[src/rtl/muldiv_unit.sv]
// muldiv_unit: RISC-V M-extension multiply/divide unit.
// Multiplies finish in one cycle. Divides run a radix-2 restoring loop for XLEN cycles.
// Ports:
//   clk, rst_n           clock and asynchronous active-low reset
//   in_valid/in_ready    request handshake; funct3 selects the op, op_a/op_b are rs1/rs2
//   flush                synchronous abort of the operation in flight
//   out_valid/out_ready  result handshake; result is registered
//   busy                 high while a multiply or divide is computing
module muldiv_unit #(
    parameter int unsigned XLEN = 32
) (
    input  logic            clk,
    input  logic            rst_n,
    input  logic            in_valid,
    output logic            in_ready,
    input  logic [2:0]      funct3,
    input  logic [XLEN-1:0] op_a,
    input  logic [XLEN-1:0] op_b,
    input  logic            flush,
    output logic            out_valid,
    input  logic            out_ready,
    output logic [XLEN-1:0] result,
    output logic            busy
);

    localparam int unsigned CW = $clog2(XLEN);
    localparam logic [CW-1:0] CNT_LAST = CW'(XLEN - 1);
    localparam logic [XLEN-1:0] MOST_NEG = {1'b1, {(XLEN-1){1'b0}}};

    typedef enum logic [1:0] {S_IDLE, S_MUL, S_DIV, S_DONE} state_t;

    state_t            state_q, state_d;
    logic [2:0]        f3_q, f3_d;
    logic [XLEN-1:0]   a_q, a_d;      // multiplicand, or dividend shifting into quotient
    logic [XLEN-1:0]   b_q, b_d;      // multiplier, or divisor magnitude
    logic [XLEN-1:0]   rem_q, rem_d;
    logic [CW-1:0]     cnt_q, cnt_d;
    logic              negq_q, negq_d;
    logic              negr_q, negr_d;
    logic [XLEN-1:0]   result_q, result_d;

    // Decodes of the incoming request
    logic            acc_c;
    logic            div_sgn_c;
    logic            a_neg_c;
    logic            b_neg_c;
    logic            div_zero_c;
    logic            div_ovf_c;

    assign acc_c      = in_valid && (state_q == S_IDLE) && !flush;
    assign div_sgn_c  = !funct3[0];
    assign a_neg_c    = div_sgn_c && op_a[XLEN-1];
    assign b_neg_c    = div_sgn_c && op_b[XLEN-1];
    assign div_zero_c = (op_b == '0);
    assign div_ovf_c  = div_sgn_c && (op_a == MOST_NEG) && (&op_b);

    // Full-width product: operands sign- or zero-extended to 2*XLEN, product taken modulo 2^(2*XLEN)
    logic [2*XLEN-1:0] a_w, b_w, prod;
    logic              a_sgn, b_sgn;

    assign a_sgn = (f3_q[1:0] == 2'b01) || (f3_q[1:0] == 2'b10);
    assign b_sgn = (f3_q[1:0] == 2'b01);
    assign a_w   = {{XLEN{a_sgn && a_q[XLEN-1]}}, a_q};
    assign b_w   = {{XLEN{b_sgn && b_q[XLEN-1]}}, b_q};
    assign prod  = a_w * b_w;

    // One restoring-division step
    logic [XLEN:0]   rem_sh, diff;
    logic            qbit;
    logic [XLEN-1:0] rem_nx, quo_nx, quo_fix, rem_fix;

    assign rem_sh  = {rem_q, a_q[XLEN-1]};
    assign diff    = rem_sh - {1'b0, b_q};
    assign qbit    = !diff[XLEN];
    assign rem_nx  = qbit ? diff[XLEN-1:0] : rem_sh[XLEN-1:0];
    assign quo_nx  = {a_q[XLEN-2:0], qbit};
    assign quo_fix = negq_q ? (XLEN'(0) - quo_nx) : quo_nx;
    assign rem_fix = negr_q ? (XLEN'(0) - rem_nx) : rem_nx;

    // Next-state and datapath control
    always_comb begin
        state_d  = state_q;
        f3_d     = f3_q;
        a_d      = a_q;
        b_d      = b_q;
        rem_d    = rem_q;
        cnt_d    = cnt_q;
        negq_d   = negq_q;
        negr_d   = negr_q;
        result_d = result_q;

        if (flush) begin
            state_d = S_IDLE;
        end else begin
            unique case (state_q)
                S_IDLE: begin
                    if (acc_c) begin
                        f3_d   = funct3;
                        cnt_d  = '0;
                        rem_d  = '0;
                        negq_d = a_neg_c ^ b_neg_c;
                        negr_d = a_neg_c;
                        if (!funct3[2]) begin
                            a_d     = op_a;
                            b_d     = op_b;
                            state_d = S_MUL;
                        end else if (div_zero_c) begin
                            result_d = funct3[1] ? op_a : '1;
                            state_d  = S_DONE;
                        end else if (div_ovf_c) begin
                            result_d = funct3[1] ? '0 : op_a;
                            state_d  = S_DONE;
                        end else begin
                            a_d     = a_neg_c ? (XLEN'(0) - op_a) : op_a;
                            b_d     = b_neg_c ? (XLEN'(0) - op_b) : op_b;
                            state_d = S_DIV;
                        end
                    end
                end
                S_MUL: begin
                    result_d = (f3_q[1:0] == 2'b00) ? prod[XLEN-1:0] : prod[2*XLEN-1:XLEN];
                    state_d  = S_DONE;
                end
                S_DIV: begin
                    a_d   = quo_nx;
                    rem_d = rem_nx;
                    cnt_d = cnt_q + CW'(1);
                    if (cnt_q == CNT_LAST) begin
                        result_d = f3_q[1] ? rem_fix : quo_fix;
                        state_d  = S_DONE;
                    end
                end
                S_DONE: begin
                    if (out_ready) state_d = S_IDLE;
                end
                default: state_d = S_IDLE;
            endcase
        end
    end

    // State and datapath registers
    always_ff @(posedge clk or negedge rst_n) begin
        if (!rst_n) begin
            state_q  <= S_IDLE;
            f3_q     <= '0;
            a_q      <= '0;
            b_q      <= '0;
            rem_q    <= '0;
            cnt_q    <= '0;
            negq_q   <= 1'b0;
            negr_q   <= 1'b0;
            result_q <= '0;
        end else begin
            state_q  <= state_d;
            f3_q     <= f3_d;
            a_q      <= a_d;
            b_q      <= b_d;
            rem_q    <= rem_d;
            cnt_q    <= cnt_d;
            negq_q   <= negq_d;
            negr_q   <= negr_d;
            result_q <= result_d;
        end
    end

    assign in_ready  = (state_q == S_IDLE);
    assign out_valid = (state_q == S_DONE);
    assign busy      = (state_q == S_MUL) || (state_q == S_DIV);
    assign result    = result_q;

endmodule
[config.mk]
export PLATFORM = sky130hd
export DESIGN_NAME = muldiv_unit
export DESIGN_NICKNAME = d
export VERILOG_FILES = /design/src/rtl/muldiv_unit.sv
export SDC_FILE = /design/constraint.sdc
export NUM_CORES = 2
export LEC_CHECK = 0
export ABC_AREA = 1
export CAP_MARGIN = 20
export CELL_PAD_IN_SITES_DETAIL_PLACEMENT = 0
export CELL_PAD_IN_SITES_GLOBAL_PLACEMENT = 1
export CORE_UTILIZATION = 35
export CTS_CLUSTER_SIZE = 30
export DETAILED_ROUTE_END_ITERATION = 10
export GPL_TIMING_DRIVEN = 0
export PLACE_DENSITY = 0.62
export SKIP_CTS_REPAIR_TIMING = 1
export SLEW_MARGIN = 25
export SYNTH_ARGS = -nofsm -noshare
export SYNTH_HDL_FRONTEND = slang
export SYNTH_SLANG_ARGS = --single-unit
[constraint.sdc]
create_clock -name clk -period 20.1 [get_ports clk]
set_input_delay 2.01 -clock clk [delete_from_list [all_inputs] [get_ports clk]]
set_output_delay 2.01 -clock clk [all_outputs]
set_load 0.005 [all_outputs]
==> impl_metrics.env <==
export IMPL_areaGrowthSynthToFinish_pct=8.092
export IMPL_drc_errors=0
export IMPL_grt_pass1_wl_um=336300
export IMPL_met3_length_um=14970
export IMPL_htree_levels=4
export IMPL_max_stage_delay_ns=0.69
export IMPL_synthFlopType="dfrtp_1"
export IMPL_cp_required_ns=20.49
export IMPL_cts_root_buf="clkbuf_16"
export IMPL_num_rows=141
export IMPL_synth_yosys_seq_area_share_pct=6.626
export IMPL_top_layer="met4"
export IMPL_synth_warnings=0
export IMPL_dp_hpwl_um=201600
export IMPL_die_y_um=389.3
export IMPL_synthCells=7039
export IMPL_pin_count=107
export IMPL_final_min_clock_period_ns=11.98
export IMPL_maxSlewHeadroom_pct=17.50
export IMPL_routabilityCongestion=0.9681
export IMPL_fp_dieArea_um2=151500
export IMPL_drt_wl_total_um=232000
export IMPL_multiInputGateArea_um2=40600
export IMPL_layout_area_seq_um2=3478
export IMPL_antenna_found_initial=10
export IMPL_fillers=15970
export IMPL_overflow=0
export IMPL_drive_gt1_share_pct=2.243
export IMPL_crit_path_start_kind="register"
export IMPL_synth_area_um2=52490
export IMPL_synth_edf_count=0
export IMPL_drtAntennaViolNets=0
export IMPL_drt_initial_drc_count=3965
export IMPL_tritoncts="done"
export IMPL_async_reset_ff_share_pct=100.0
export IMPL_clock_latency_ns=0.46
export IMPL_rsz0062_at_grt="false"
export IMPL_cpMostUsedCell="fa_1"
export IMPL_grtUsageTotal_pct=30.99
export IMPL_finClkSkew_ns=0.01437
export IMPL_via_count=46260
export IMPL_setup_tns_ns=0
export IMPL_hold_class="reg -> reg"
export IMPL_cp_end_kind="register"
export IMPL_route_met2_wl_um=109900
export IMPL_grt_max_degree=74
export IMPL_wl_met1_um=96930
export IMPL_max_freq_mhz=83.47
export IMPL_slowest_stage="o21ai_0"
export IMPL_ys_ff_latch=139
export IMPL_path_delay_family="adder cells"
export IMPL_netlist_cell_type_count=59
export IMPL_critical_path_max_fanout=11
export IMPL_start_util_pct=35.38
export IMPL_die_x_um=389.3
export IMPL_hold_viol_final=0
export IMPL_clockBufferDepth=2
export IMPL_worstPathArrival_ns=12.37
export IMPL_drv_cap=0
export IMPL_synth_nets=8495
export IMPL_criticalPathCategory="reg -> reg"
export IMPL_coreArea_um2=148400
export IMPL_clkSinkCount=139
export IMPL_cts_made_buffers=17
export IMPL_vias_per_cell=5.033
export IMPL_crit_buf_inv=9
export IMPL_dr_pass1_iters=6
export IMPL_report_final_slew_viol_count=0
export IMPL_grt_pass1_vias=47910
export IMPL_worstMarginPinSlew_ns=1.238
export IMPL_run_status="complete, no violations"
export IMPL_post_route_period_util_pct=59.60
export IMPL_avgSynthCellArea_um2=7.457
export IMPL_io_buffers=106
export IMPL_nets=8622
export IMPL_drt_wirelength_per_cell_um=25.24
export IMPL_path_clk_slew_ns=0.08
export IMPL_final_setup_viol_count=0
state kept, by name (all words and copies together), names as in the netlist:
name and flops:
rem_q 32, result 32, a_q 32, negr_q 1
cnt_q 5, state_q 2, f3_q 2, negq_q 1
b_q 32
cell usage after synthesis (3+ instances only):
library cell | number | area (um^2)
nor3_1 | 63 | 315.3
inv_1 | 1872 | 7027
o21bai_1 | 18 | 135.1
o21ai_1 | 10 | 50.05
o211ai_1 | 29 | 217.7
or2_2 | 5 | 31.28
o22ai_1 | 35 | 219.0
nand2_4 | 5 | 56.30
xnor2_1 | 38 | 332.8
nor2_2 | 13 | 81.33
nor4_1 | 13 | 81.33
a22o_1 | 3 | 26.28
nor2_1 | 322 | 1209
a221oi_1 | 3 | 26.28
xor2_1 | 76 | 665.6
and3_1 | 3 | 18.77
nand2_1 | 1836 | 6892
inv_2 | 9 | 33.78
o31ai_1 | 6 | 45.04
clkinv_1 | 3 | 11.26
ha_1 | 258 | 3228
fa_1 | 1126 | 22540
o311ai_0 | 4 | 35.03
a21oi_1 | 191 | 955.9
nand3b_1 | 9 | 67.56
nor2_4 | 4 | 45.04
nand2_2 | 22 | 137.6
nand4_1 | 32 | 200.2
o221ai_1 | 5 | 43.79
dfrtp_1 | 139 | 3478
a21oi_2 | 3 | 26.28
a21o_1 | 19 | 142.6
maj3_1 | 3 | 30.03
o21a_1 | 6 | 45.04
clkbuf_1 | 254 | 953.4
nand3_2 | 4 | 40.04
a31oi_1 | 27 | 168.9
buf_4 | 4 | 30.03
nand3_1 | 199 | 996.0
o21ai_0 | 262 | 1311
buf_1 | 78 | 292.8
buf_2 | 7 | 35.03
worst register-to-register path, delay by kind of cell, from the launching register on:
kind                       cells  cell delay, ns
adders and majority gates     10            5.06
AOI/OAI and AO/OA              7            2.43
buffers and inverters          9            2.31
and+or+nand+nor                7            1.74
DFF                            1            0.36
cell type report:
| type | count | share of cell area (%) |
|---|---|---|
| multi-input combinational | 4670 | 71.56 |
| inverter | 1884 | 12.46 |
| sequential | 139 | 6.130 |
| tap | 2002 | 4.415 |
| buffer | 346 | 2.459 |
| timing repair buffer | 108 | 1.954 |
| clock buffer | 17 | 0.7498 |
| clock inverter | 15 | 0.2271 |
| antenna | 10 | 0.04410 |
layer usage:
layer / track usage, % / vias to the layer above
met5: 0 / -
met1: 40.55 / 23650
li1: - / 20690
met2: 51.54 / 1625
met4: 12.07 / 0
met3: 4.513 / 305
per-stage QoR:
stage | area (um^2) | instances | hold WS (ns) | util (%) | setup slack, ns
2_1_floorplan | 52490 | 7039 | 0.4483 | - | 11.63
3_3_place_gp | 56060 | 9147 | 0.4698 | 37.78 | 8.328
3_5_place_dp | 56150 | 9148 | 0.4636 | 37.84 | 8.421
4_1_cts | 56700 | 9180 | 0.4902 | 38.22 | 8.347
5_1_grt | 56720 | 9183 | 0.5012 | 38.23 | 7.957
6_report | 56740 | 9191 | 0.4812 | 38.24 | 8.120
worst paths after layout:
path | start | endpoint | slack, ns | cells past startpoint
min | result[22]$_DFFE_PN0P_ | result[22]$_DFFE_PN0P_ | 0.48 | 2
max | f3_q[1]$_DFFE_PN0P_ | result[25]$_DFFE_PN0P_ | 8.12 | 33
max reg2reg | f3_q[1]$_DFFE_PN0P_ | result[25]$_DFFE_PN0P_ | 8.12 | 33
min in group asynchronous | rst_n | result[31]$_DFFE_PN0P_ | 1.51 | 1
max in group asynchronous | rst_n | b_q[0]$_DFFE_PN0P_ | 17.76 | 2
min reg2reg | result[22]$_DFFE_PN0P_ | result[22]$_DFFE_PN0P_ | 0.48 | 2
cells in the final DEF, fill, tap and decap left out, types with 12 or more instances in the layout:
| master | n |
|---|---|
| clkbuf_2 | 30 |
| a21oi_1 | 191 |
| inv_1 | 1872 |
| clkbuf_16 | 17 |
| nor2_2 | 13 |
| fa_1 | 1125 |
| xnor2_1 | 38 |
| dfrtp_1 | 139 |
| nand2_2 | 22 |
| nor3_1 | 63 |
| buf_2 | 14 |
| nand2_1 | 1836 |
| o211ai_1 | 29 |
| clkbuf_1 | 224 |
| o22ai_1 | 35 |
| nand4_1 | 32 |
| nand3_1 | 199 |
| o21ai_0 | 262 |
| a21o_1 | 19 |
| xor2_1 | 76 |
| a31oi_1 | 27 |
| nor4_1 | 12 |
| buf_1 | 71 |
| ha_1 | 258 |
| nor2_1 | 322 |
| o21bai_1 | 18 |
| clkdlybuf4s50_1 | 105 |
kinds of logic after synthesis:
logic type / share of synthesized area, %
XOR/XNOR: 1.902
flip-flops: 6.626
multiplexers: 0.01907
AND/OR/NAND/NOR: 19.51
AO/OA/AOI/OAI: 6.750
buffers and inverters: 16.04
adder cells (fa/ha/maj): 49.15
Power is left out: the tool's default activity adds up to more than one toggle a clock period on the data nets, which glitch-free logic cannot reach.
